`src/rtl/m_lcd_rect_sched_pkg.sv`:
```
// Shared definitions for the LCD rectangle scheduler: FSM states, panel
// command codes, default panel geometry and the command-byte sequencer.
package m_lcd_rect_sched_pkg;

  localparam int LCD_W_DEF  = 240;
  localparam int LCD_H_DEF  = 240;
  localparam int VMEM_ADDRW = 16;

  localparam logic [7:0] CMD_CASET = 8'h2A;
  localparam logic [7:0] CMD_RASET = 8'h2B;
  localparam logic [7:0] CMD_RAMWR = 8'h2C;

  // Index of the final command byte (RAMWR) in the 11-byte preamble.
  localparam logic [3:0] CMD_LAST_IDX = 4'd10;

  typedef enum logic [2:0] {
    ST_IDLE   = 3'd0,
    ST_CMD    = 3'd1,
    ST_FETCH  = 3'd2,
    ST_PIX_HI = 3'd3,
    ST_PIX_LO = 3'd4
  } state_t;

  // {DC, byte} for position idx of the window-setup preamble.
  function automatic logic [8:0] f_cmd_byte(input logic [3:0] idx,
                                            input logic [7:0] x0,
                                            input logic [7:0] x1,
                                            input logic [7:0] y0,
                                            input logic [7:0] y1);
    logic [8:0] b;
    case (idx)
      4'd0:    b = {1'b0, CMD_CASET};
      4'd1:    b = {1'b1, 8'h00};
      4'd2:    b = {1'b1, x0};
      4'd3:    b = {1'b1, 8'h00};
      4'd4:    b = {1'b1, x1};
      4'd5:    b = {1'b0, CMD_RASET};
      4'd6:    b = {1'b1, 8'h00};
      4'd7:    b = {1'b1, y0};
      4'd8:    b = {1'b1, 8'h00};
      4'd9:    b = {1'b1, y1};
      4'd10:   b = {1'b0, CMD_RAMWR};
      default: b = 9'd0;
    endcase
    return b;
  endfunction

endpackage

```
`src/rtl/m_lcd_rect_sched_if.sv`:
```
// Request, VRAM and SPI-engine signals of the rectangle scheduler.
// slave = scheduler side, master = environment side.
interface m_lcd_rect_sched_if;
  import m_lcd_rect_sched_pkg::*;

  logic                  w_req_valid;
  logic                  w_req_ready;
  logic [7:0]            w_req_x0;
  logic [7:0]            w_req_y0;
  logic [7:0]            w_req_x1;
  logic [7:0]            w_req_y1;
  logic [VMEM_ADDRW-1:0] w_raddr;
  logic [15:0]           w_rdata;
  logic                  w_spi_en;
  logic [8:0]            w_spi_data;
  logic                  w_spi_busy;
  logic                  w_idle;
  logic                  w_err;

  modport slave (
    input  w_req_valid, w_req_x0, w_req_y0, w_req_x1, w_req_y1,
    input  w_rdata, w_spi_busy,
    output w_req_ready, w_raddr, w_spi_en, w_spi_data, w_idle, w_err
  );

  modport master (
    output w_req_valid, w_req_x0, w_req_y0, w_req_x1, w_req_y1,
    output w_rdata, w_spi_busy,
    input  w_req_ready, w_raddr, w_spi_en, w_spi_data, w_idle, w_err
  );

endinterface

```
`src/rtl/m_spi_issue.sv`:
```
// Byte strobe generator toward the SPI byte engine. A pending byte is
// strobed only when the engine is not busy and no strobe was issued in
// the previous cycle; the data register holds the byte for the strobe.
module m_spi_issue (
  input  logic       w_clk,
  input  logic       w_rst_n,
  input  logic       w_byte_valid,
  input  logic [8:0] w_byte,
  input  logic       w_spi_busy,
  output logic       w_spi_en,
  output logic [8:0] w_spi_data
);

  logic       en_r;
  logic [8:0] data_r;
  logic       fire_s;

  assign fire_s = w_byte_valid && !w_spi_busy && !en_r;

  // Register the strobe and latch its byte on the deciding edge.
  always_ff @(posedge w_clk) begin
    if (!w_rst_n) begin
      en_r   <= 1'b0;
      data_r <= 9'd0;
    end else begin
      en_r <= fire_s;
      if (fire_s) begin
        data_r <= w_byte;
      end else begin
        data_r <= data_r;
      end
    end
  end

  assign w_spi_en   = en_r;
  assign w_spi_data = data_r;

endmodule

```
`src/rtl/m_lcd_rect_sched.sv`:
```
// LCD rectangle scheduler: accepts a window, sends the CASET/RASET/RAMWR
// preamble, then streams the window's VRAM pixels row-major as RGB565
// high/low byte pairs. One byte is outstanding at a time; the sequencer
// advances only when the issue stage actually strobes the byte.
module m_lcd_rect_sched
  import m_lcd_rect_sched_pkg::*;
#(
  parameter int LCD_W = LCD_W_DEF,
  parameter int LCD_H = LCD_H_DEF
) (
  input  logic              w_clk,
  input  logic              w_rst_n,
  m_lcd_rect_sched_if.slave bus
);

  localparam logic [8:0] LCD_W9 = 9'(LCD_W);
  localparam logic [8:0] LCD_H9 = 9'(LCD_H);

  state_t                state_r;
  state_t                state_nx_s;
  logic [7:0]            x0_r, y0_r, x1_r, y1_r;
  logic [7:0]            x_r, y_r;
  logic [3:0]            cmd_idx_r;
  logic                  fetch_ph_r;
  logic [15:0]           pix_r;
  logic [VMEM_ADDRW-1:0] raddr_r;
  logic                  err_r, ready_r, idle_r;

  logic                  accept_s, bad_s, strobed_s, last_pix_s;
  logic                  byte_valid_s;
  logic [8:0]            byte_s;
  logic                  spi_en_s;
  logic [8:0]            spi_data_s;

  assign accept_s   = bus.w_req_valid && ready_r;
  assign bad_s      = (bus.w_req_x0 > bus.w_req_x1) ||
                      (bus.w_req_y0 > bus.w_req_y1) ||
                      ({1'b0, bus.w_req_x1} >= LCD_W9) ||
                      ({1'b0, bus.w_req_y1} >= LCD_H9);
  assign strobed_s  = spi_en_s;
  assign last_pix_s = (x_r == x1_r) && (y_r == y1_r);

  // State register.
  always_ff @(posedge w_clk) begin
    if (!w_rst_n) begin
      state_r <= ST_IDLE;
    end else begin
      state_r <= state_nx_s;
    end
  end

  // Next-state: each byte-sending state waits for its own strobe.
  always_comb begin
    state_nx_s = state_r;
    case (state_r)
      ST_IDLE: begin
        if (accept_s && !bad_s) state_nx_s = ST_CMD;
        else                    state_nx_s = ST_IDLE;
      end
      ST_CMD: begin
        if (strobed_s && (cmd_idx_r == CMD_LAST_IDX)) state_nx_s = ST_FETCH;
        else                                          state_nx_s = ST_CMD;
      end
      ST_FETCH: begin
        if (fetch_ph_r) state_nx_s = ST_PIX_HI;
        else            state_nx_s = ST_FETCH;
      end
      ST_PIX_HI: begin
        if (strobed_s) state_nx_s = ST_PIX_LO;
        else           state_nx_s = ST_PIX_HI;
      end
      ST_PIX_LO: begin
        if (strobed_s) begin
          if (last_pix_s) state_nx_s = ST_IDLE;
          else            state_nx_s = ST_FETCH;
        end else begin
          state_nx_s = ST_PIX_LO;
        end
      end
      default: state_nx_s = ST_IDLE;
    endcase
  end

  // Byte presented to the issue stage for the current state.
  always_comb begin
    byte_valid_s = 1'b0;
    byte_s       = 9'd0;
    case (state_r)
      ST_CMD: begin
        byte_valid_s = 1'b1;
        byte_s       = f_cmd_byte(cmd_idx_r, x0_r, x1_r, y0_r, y1_r);
      end
      ST_PIX_HI: begin
        byte_valid_s = 1'b1;
        byte_s       = {1'b1, pix_r[15:8]};
      end
      ST_PIX_LO: begin
        byte_valid_s = 1'b1;
        byte_s       = {1'b1, pix_r[7:0]};
      end
      default: begin
        byte_valid_s = 1'b0;
        byte_s       = 9'd0;
      end
    endcase
  end

  // Corner latch, command index, pixel walk, VRAM capture and status flags.
  always_ff @(posedge w_clk) begin
    if (!w_rst_n) begin
      x0_r       <= 8'd0;
      y0_r       <= 8'd0;
      x1_r       <= 8'd0;
      y1_r       <= 8'd0;
      x_r        <= 8'd0;
      y_r        <= 8'd0;
      cmd_idx_r  <= 4'd0;
      fetch_ph_r <= 1'b0;
      pix_r      <= 16'd0;
      raddr_r    <= '0;
      err_r      <= 1'b0;
      ready_r    <= 1'b1;
      idle_r     <= 1'b1;
    end else begin
      ready_r <= (state_nx_s == ST_IDLE);
      idle_r  <= (state_nx_s == ST_IDLE);
      err_r   <= accept_s && bad_s;

      if (accept_s) begin
        x0_r <= bus.w_req_x0;
        y0_r <= bus.w_req_y0;
        x1_r <= bus.w_req_x1;
        y1_r <= bus.w_req_y1;
      end

      if (state_r == ST_IDLE) begin
        cmd_idx_r <= 4'd0;
      end else if ((state_r == ST_CMD) && strobed_s) begin
        cmd_idx_r <= cmd_idx_r + 4'd1;
      end

      // VRAM data lands one cycle after the address: two-cycle FETCH.
      fetch_ph_r <= (state_r == ST_FETCH) && !fetch_ph_r;
      if ((state_r == ST_FETCH) && fetch_ph_r) begin
        pix_r <= bus.w_rdata;
      end

      // Address stays put while its pixel's two bytes are sent.
      if ((state_r == ST_CMD) && strobed_s && (cmd_idx_r == CMD_LAST_IDX)) begin
        x_r     <= x0_r;
        y_r     <= y0_r;
        raddr_r <= {y0_r, x0_r};
      end else if ((state_r == ST_PIX_LO) && strobed_s && !last_pix_s) begin
        if (x_r == x1_r) begin
          x_r     <= x0_r;
          y_r     <= y_r + 8'd1;
          raddr_r <= {y_r + 8'd1, x0_r};
        end else begin
          x_r     <= x_r + 8'd1;
          raddr_r <= {y_r, x_r + 8'd1};
        end
      end
    end
  end

  m_spi_issue u_issue (
    .w_clk        (w_clk),
    .w_rst_n      (w_rst_n),
    .w_byte_valid (byte_valid_s),
    .w_byte       (byte_s),
    .w_spi_busy   (bus.w_spi_busy),
    .w_spi_en     (spi_en_s),
    .w_spi_data   (spi_data_s)
  );

  assign bus.w_spi_en    = spi_en_s;
  assign bus.w_spi_data  = spi_data_s;
  assign bus.w_raddr     = raddr_r;
  assign bus.w_req_ready = ready_r;
  assign bus.w_idle      = idle_r;
  assign bus.w_err       = err_r;

endmodule

```
`src/flat_wrapper.sv`:
```
// flat-port wrapper written by rule: the top's interface ports become plain ports
module m_lcd_rect_sched_flat import m_lcd_rect_sched_pkg::*;
#(
  parameter int LCD_W = LCD_W_DEF,
  parameter int LCD_H = LCD_H_DEF
)
  (w_clk, w_rst_n, bus_w_req_valid, bus_w_req_x0, bus_w_req_y0, bus_w_req_x1, bus_w_req_y1, bus_w_rdata, bus_w_spi_busy, bus_w_req_ready, bus_w_raddr, bus_w_spi_en, bus_w_spi_data, bus_w_idle, bus_w_err);
  m_lcd_rect_sched_if bus_i ();
  input  logic w_clk;
  input  logic w_rst_n;
  input wire logic [$bits(bus_i.w_req_valid)-1:0] bus_w_req_valid;
  input wire logic [$bits(bus_i.w_req_x0)-1:0] bus_w_req_x0;
  input wire logic [$bits(bus_i.w_req_y0)-1:0] bus_w_req_y0;
  input wire logic [$bits(bus_i.w_req_x1)-1:0] bus_w_req_x1;
  input wire logic [$bits(bus_i.w_req_y1)-1:0] bus_w_req_y1;
  input wire logic [$bits(bus_i.w_rdata)-1:0] bus_w_rdata;
  input wire logic [$bits(bus_i.w_spi_busy)-1:0] bus_w_spi_busy;
  output wire logic [$bits(bus_i.w_req_ready)-1:0] bus_w_req_ready;
  output wire logic [$bits(bus_i.w_raddr)-1:0] bus_w_raddr;
  output wire logic [$bits(bus_i.w_spi_en)-1:0] bus_w_spi_en;
  output wire logic [$bits(bus_i.w_spi_data)-1:0] bus_w_spi_data;
  output wire logic [$bits(bus_i.w_idle)-1:0] bus_w_idle;
  output wire logic [$bits(bus_i.w_err)-1:0] bus_w_err;
  assign bus_i.w_req_valid = bus_w_req_valid;
  assign bus_i.w_req_x0 = bus_w_req_x0;
  assign bus_i.w_req_y0 = bus_w_req_y0;
  assign bus_i.w_req_x1 = bus_w_req_x1;
  assign bus_i.w_req_y1 = bus_w_req_y1;
  assign bus_i.w_rdata = bus_w_rdata;
  assign bus_i.w_spi_busy = bus_w_spi_busy;
  assign bus_w_req_ready = bus_i.w_req_ready;
  assign bus_w_raddr = bus_i.w_raddr;
  assign bus_w_spi_en = bus_i.w_spi_en;
  assign bus_w_spi_data = bus_i.w_spi_data;
  assign bus_w_idle = bus_i.w_idle;
  assign bus_w_err = bus_i.w_err;
  m_lcd_rect_sched #(.LCD_W(LCD_W), .LCD_H(LCD_H)) u_core (.w_clk(w_clk), .w_rst_n(w_rst_n), .bus(bus_i));
endmodule
```
`config.mk`:
```
export PLATFORM = sky130hd
export DESIGN_NAME = m_lcd_rect_sched_flat
export DESIGN_NICKNAME = d
export VERILOG_FILES = /design/src/rtl/m_lcd_rect_sched_pkg.sv /design/src/rtl/m_lcd_rect_sched_if.sv /design/src/rtl/m_spi_issue.sv /design/src/rtl/m_lcd_rect_sched.sv /design/src/flat_wrapper.sv
export SDC_FILE = /design/constraint.sdc
export NUM_CORES = 1
export LEC_CHECK = 0
export CORE_MARGIN = 8
export CORE_UTILIZATION = 25
export DETAILED_ROUTE_END_ITERATION = 10
export DONT_BUFFER_PORTS = 1
export MAX_ROUTING_LAYER = met4
export PLACE_DENSITY = 0.46
export RECOVER_POWER = 25
export SLEW_MARGIN = 20
export SYNTH_ARGS = -nofsm -noshare
export SYNTH_HDL_FRONTEND = slang
export SYNTH_HIERARCHICAL = 1
export SYNTH_SLANG_ARGS = --single-unit
```
`constraint.sdc`:
```
create_clock -name w_clk -period 2.4 [get_ports w_clk]
set_clock_uncertainty 0.1 [all_clocks]
set_input_delay 0.24 -clock w_clk [delete_from_list [all_inputs] [get_ports w_clk]]
set_output_delay 0.24 -clock w_clk [all_outputs]
set_load 0.005 [all_outputs]
```
# ---- Word level (Yosys, flattened, before mapping)
# Index checks and enable logic that the tools add are counted.
dict set report op_classes {
  addsub 3
  order_cmp 4
  muxes 19
  bitwise_logic 1
  eq_ne 16
  reduce_logical 30
}
# operator n
set op_table {}
lappend op_table {{$pmux 9 s8} 1}
lappend op_table {{$mux 16} 3}
lappend op_table {{$mux 8} 6}
lappend op_table {{$pmux 9 s3} 1}
lappend op_table {{$add 8x1->8 const B} 2}
lappend op_table {{$eq 4x3->1 const B} 4}
lappend op_table {{$eq 8x8->1} 2}
lappend op_table {{$ge 8x8->1 const B} 2}
lappend op_table {{$gt 8x8->1} 2}
lappend op_table {{$pmux 3 s5} 1}
lappend op_table {{$logic_and 1x1->1} 13}
lappend op_table {{$eq 4x4->1 const B} 3}
lappend op_table {{$eq 4x2->1 const B} 2}
lappend op_table {{$eq 3x2->1 const B} 2}
lappend op_table {{$logic_not 3->1} 2}
lappend op_table {{$mux 3} 2}
lappend op_table {{$logic_not 1->1} 5}
lappend op_table {{$add 4x1->4 const B} 1}
lappend op_table {{$eq 4x1->1 const B} 1}
lappend op_table {{$logic_not 4->1} 1}
lappend op_table {{$mux 2} 2}
lappend op_table {{$reduce_bool 2->1} 2}
lappend op_table {{$reduce_or 4->1} 1}
lappend op_table {{$eq 3x1->1 const B} 1}
lappend op_table {{7 further kinds} 11}
dict set report totals {
  input_bits 52
  register_bits 100
}

# ---- Longest topological paths before layout
dict set report logic_depth {
  ltp_word 9
  mapped_depth 10
  mapped_depth_nobuf 9
}

# ---- By module
# The synthesis kept the hierarchy.
# module area_per_inst_um2 n_inst seq_area_each_um2 cells_each
set modules_own_cells {}
lappend modules_own_cells {m_lcd_rect_sched 4647.0 1 1641.6 605}
lappend modules_own_cells {m_spi_issue 406.6 1 200.2 42}

# ---- Worst setup path after synthesis
# OpenSTA, ideal clock, no wires.
dict set report synth_path {
  kind {flip-flop to flip-flop}
  start {reg u_core.cmd_idx_r[0]}
  end {reg u_core.u_issue.data_r[3], in the netlist u_core/u_issue/w_spi_data[3]}
  arrival_ns 2.043
  stages_incl_launch_ff 11
  setup_slack_ns 0.137
  required_ns 2.181
  path_buffers 1
  setup_time_ns 0.119
  cell_sequence {dfxtp_1 inv_1 ha_1 clkbuf_1 a21oi_1 o22ai_1 o31ai_1 a31oi_1 a221o_1 nand2_1 mux2i_1}
}
dict set report synth_via {
  elab_chain_cells 4
}
# item line_no
set synth_lines {}
lappend synth_lines {{start: declaration} m_lcd_rect_sched.sv:23} ;# logic [3:0] cmd_idx_r;
lappend synth_lines {{start signal: assignment} m_lcd_rect_sched.sv:139} ;# cmd_idx_r <= cmd_idx_r + 4'd1;
lappend synth_lines {{$eq 4x1->1, or another cell as far along} m_lcd_rect_sched_pkg.sv:31} ;# case (idx)
lappend synth_lines {{$reduce_or 4->1 (no line)} --}
lappend synth_lines {{$pmux 9 s8 (*)} m_lcd_rect_sched_pkg.sv:31}
lappend synth_lines {{$pmux 9 s3 (*)} m_lcd_rect_sched.sv:88} ;# case (state_r)
lappend synth_lines {{via u_core.byte_s[3]} m_lcd_rect_sched.sv:31} ;# logic [8:0] byte_s;
lappend synth_lines {{end signal: assignment} m_spi_issue.sv:28} ;# data_r <= w_byte;
lappend synth_lines {{end signal: assignment} m_spi_issue.sv:30} ;# data_r <= data_r;
lappend synth_lines {{end: declaration} m_spi_issue.sv:15} ;# logic [8:0] data_r;
# The timed path passes the listed nets; every way through them passes the cells marked *.
# A chain may end at the register's enable or synchronous reset.

# ---- Final worst setup path
dict set report layout_path {
  start {reg u_core.cmd_idx_r[0]}
  end {reg u_core.u_issue.data_r[2], in the netlist u_core/u_issue/w_spi_data[2]}
}
# The elaborated chain is that of the path after synthesis.

==> qor.yml <==
design.final.nets: 782
antennaDiodeCount: 0
synthesized_area_divided_by_synthesized_cell_count_um2: 7.81
timing.final.crit_share_pct: 92.4
final.min_clock_period_ps: 2220
detailed_router_s_first_iteration_violation_count: 512
synthesis.instances: 647
crit_arrival_ps: 2340
fp.dieArea_um2: 25000
run_status: "finished, final reports clean"
yosys.area.top_type: "sky130_fd_sc_hd__dfxtp_1"
syn_nets: 721
grt_max_degree: 49
synth_edf_count: 0
max_slew.worst_pin.slew_ps: 685
detailedPlacementHpwl_um: 12800
netlist_top_cells_area: "sky130_fd_sc_hd__dfxtp_1 36%, sky130_fd_sc_hd__nand2_1 11%, sky130_fd_sc_hd__a21oi_1 8.5%"
synth-main-ff-cell: "sky130_fd_sc_hd__dfxtp_1"
worst_path_largest_cell_delay_ps: 410
htree_num_levels: 3
number_of_detailed_route_iterations_in_the_first_pass: 5
detail_route.drc_violations: 0
synth_compound_area_share_pct: 23.1
cp_cell_sequence: "inv_1 > ha_1 > a211oi_1 > o22ai_1 > o31ai_2 > buf_4 > o21ai_0 > nand2_1 > mux2i_1"
timing.critical_path.required_ps: 2530
adder_cell_share_of_the_synthesized_area_pct: 5.45
grt-ovfl-total: 0
synth_common_cells: "145 x sky130_fd_sc_hd__nand2_1, 92 x sky130_fd_sc_hd__dfxtp_1, 86 x sky130_fd_sc_hd__a21oi_1"
yosys.area.top_type_share_pct: 36.4
portBuffers: 0
synth_mux_area_share_pct: 2.18
setup_viol: 0
flow.area_growth_from_synthesis_pct: 25.5
power.ir.vdd_worst_v: 0.000244
tritoncts: "yes"
synth-seq-area-share_pct: 36.4
max-slew-margin-rel_pct: 54.0
antenna_found_initial: 0
worstSetupEndpointType: "register"
io_pins: 81
floorplan.rows: 52
critical_path.slowest_cell: "sky130_fd_sc_hd__dfxtp_1"
yosys.cell_types.count: 64
clk_sink_count: 92
fp.coreArea_um2: 20000
clkTransAtPathRegs_ps: 70
number_of_global_route_vias_before_repair: 4741
async_reset_ff_share_pct: 0
detail_route.vias_per_cell: 4.83
critical-path-top-delay-family: "compound AO/OA/AOI/OAI gates"
clk_latency_ps: 340
synth_top_family_by_area: "compound AO/OA/AOI/OAI gates"
fp.dieW_um: 158
cts-buffers-inserted: 9
timing_worst_setup_path_type: "register to register"
ctsRootBufferMaster: "sky130_fd_sc_hd__clkbuf_16"
route.vias.total: 4747
library_cell_with_the_highest_instance_count_after_synthesis: "sky130_fd_sc_hd__nand2_1"
route.antenna.remaining_nets: 0
timing.max_cap.violations: 0
cp_max_fo: 7
die-height_um: 158
final_core_utilization_pct: 31.7
hold_path.class: "input pin to register"
timing.critical_path.from_type: "register"
fmax_ghz: 0.451
setup_tns_ps: 0
maxSlewViolCount: 0
grt_pass1_wl_um: 27300
fraction_of_layout_instances_using_a_drive_strength_above_1_pct: 10.4
synth.ff_latch_count: 92
avgRoutedWirePerCell_um: 17.6
finalWirelength_um: 17300
leakage_nw: 2.44
setup_repair_after_global_routing_missed_its_margin: "false"
track_usage_pct: 14.5
synthesized_area_fraction_occupied_by_xor_and_xnor_cells_pct: 4.51
pwr_density_nw_per_um2: 576
syn_area_um2: 5050
cts.path.max_buffers: 2
globalplace.congestion: 0.869
effective_utilization_at_floorplan_pct: 25.2
hold_viol_final: 0
synth_simple_gate_area_share_pct: 22.2
synth-warning-count: 6
cp_num_buf_inv: 2
worst paths after layout:
kind	from	end	slack [ps]	cells past startpoint
setup / recovery	u_core/cmd_idx_r[0]	u_core/u_issue/w_spi_data[2]	180	9
hold / removal	w_rst_n	u_core/fetch_ph_r	20	2
setup reg to reg	u_core/cmd_idx_r[0]	u_core/u_issue/w_spi_data[2]	180	9
hold reg to reg	u_core/fetch_ph_r	u_core/fetch_ph_r	330	1
where the power goes:
part	total [mW]	internal, mW	leakage, nW	switching [mW]
clock	1.55	0.941	0.153	0.611
combinational	0.469	0.206	1.54	0.263
sequential	1.63	1.57	0.747	0.0617
worst reg2reg max path: cells and delay by family (launching register included):
kind / cells / cell delay (ps)
multiplexers: 1 / 60
buffers and inverters: 2 / 290
AO/OA/AOI/OAI: 4 / 860
flip-flops: 1 / 410
adder cells (fa/ha/maj): 1 / 300
AND/OR/NAND/NOR: 1 / 100
sequential cells by signal, summed over array words and instances (netlist names):
name,cells
u_core/fetch_ph_r,1
u_core/y_r,8
u_core/bus.w_err,1
u_core/bus.w_idle,1
u_core/y1_r,8
u_core/u_issue/w_spi_data,9
u_core/state_r,3
u_core/x1_r,8
u_core/pix_r,16
u_core/x_r,7
u_core/u_issue/w_spi_en,1
u_core/y0_r,8
u_core/bus.w_raddr,9
u_core/cmd_idx_r,4
u_core/x0_r,8
through the flow:
step	worst slack [ps]	power (mW)	std cells	instance area (um^2)	hold WS [ps]
after floorplan	137	1.94	647	5050	276
after global placement	117	2.05	917	5530	280
after detailed placement	105	2.05	917	5530	282
after CTS	88.2	3.69	983	6360	3.38
after global routing	7.37	3.83	983	6340	13.9
final	183	3.65	983	6340	18.3
cell usage in the layout (no fill, tap or decap), types with 9 or more instances in the layout:
cell type,netlist,routed
sky130_fd_sc_hd__nand2_1,145,145
sky130_fd_sc_hd__dfxtp_1,92,92
sky130_fd_sc_hd__a21oi_1,86,86
sky130_fd_sc_hd__dlygate4sd3_1,0,49
sky130_fd_sc_hd__buf_4,2,33
sky130_fd_sc_hd__o21ai_0,28,28
sky130_fd_sc_hd__inv_1,26,26
sky130_fd_sc_hd__nor2_1,24,24
sky130_fd_sc_hd__ha_1,22,22
sky130_fd_sc_hd__xor2_1,19,19
sky130_fd_sc_hd__nand3_1,16,16
sky130_fd_sc_hd__mux2i_1,11,11
sky130_fd_sc_hd__clkbuf_1,25,10
sky130_fd_sc_hd__nand4_1,10,10
sky130_fd_sc_hd__clkbuf_16,0,9
timing repair:
item | 4_1_cts | 5_1_grt
resized for setup | 0 | 3
hold endpoints to repair | 71 | 0
hold buffers | 50 | 0
setup buffers | 0 | 0
setup endpoints to repair | 0 | 13
layer usage:
layer	GRT usage, %	routed length (um)
met5	-	0
met4	4.00	251
met3	3.66	1050
met2	22.2	7820
met1	18.7	8190
layout make-up:
cell class / count / area, um^2
fillers: 2222 / 13700
multi-input cells: 486 / 2920
flip-flops and latches: 92 / 1840
repair buffers: 93 / 828
well taps: 270 / 338
clock buffers: 12 / 246
inverters: 26 / 97.6
clock inverters: 4 / 72.6
logic make-up after synthesis:
family | after synthesis
AOI/OAI and AO/OA | 185
xor gates and xnor gates | 26
and+or+nand+nor | 242
DFF | 92
buffers and inverters | 69
adders and majority gates | 22
muxes | 11
No activity file was read; power rests on OpenSTA's default activity.
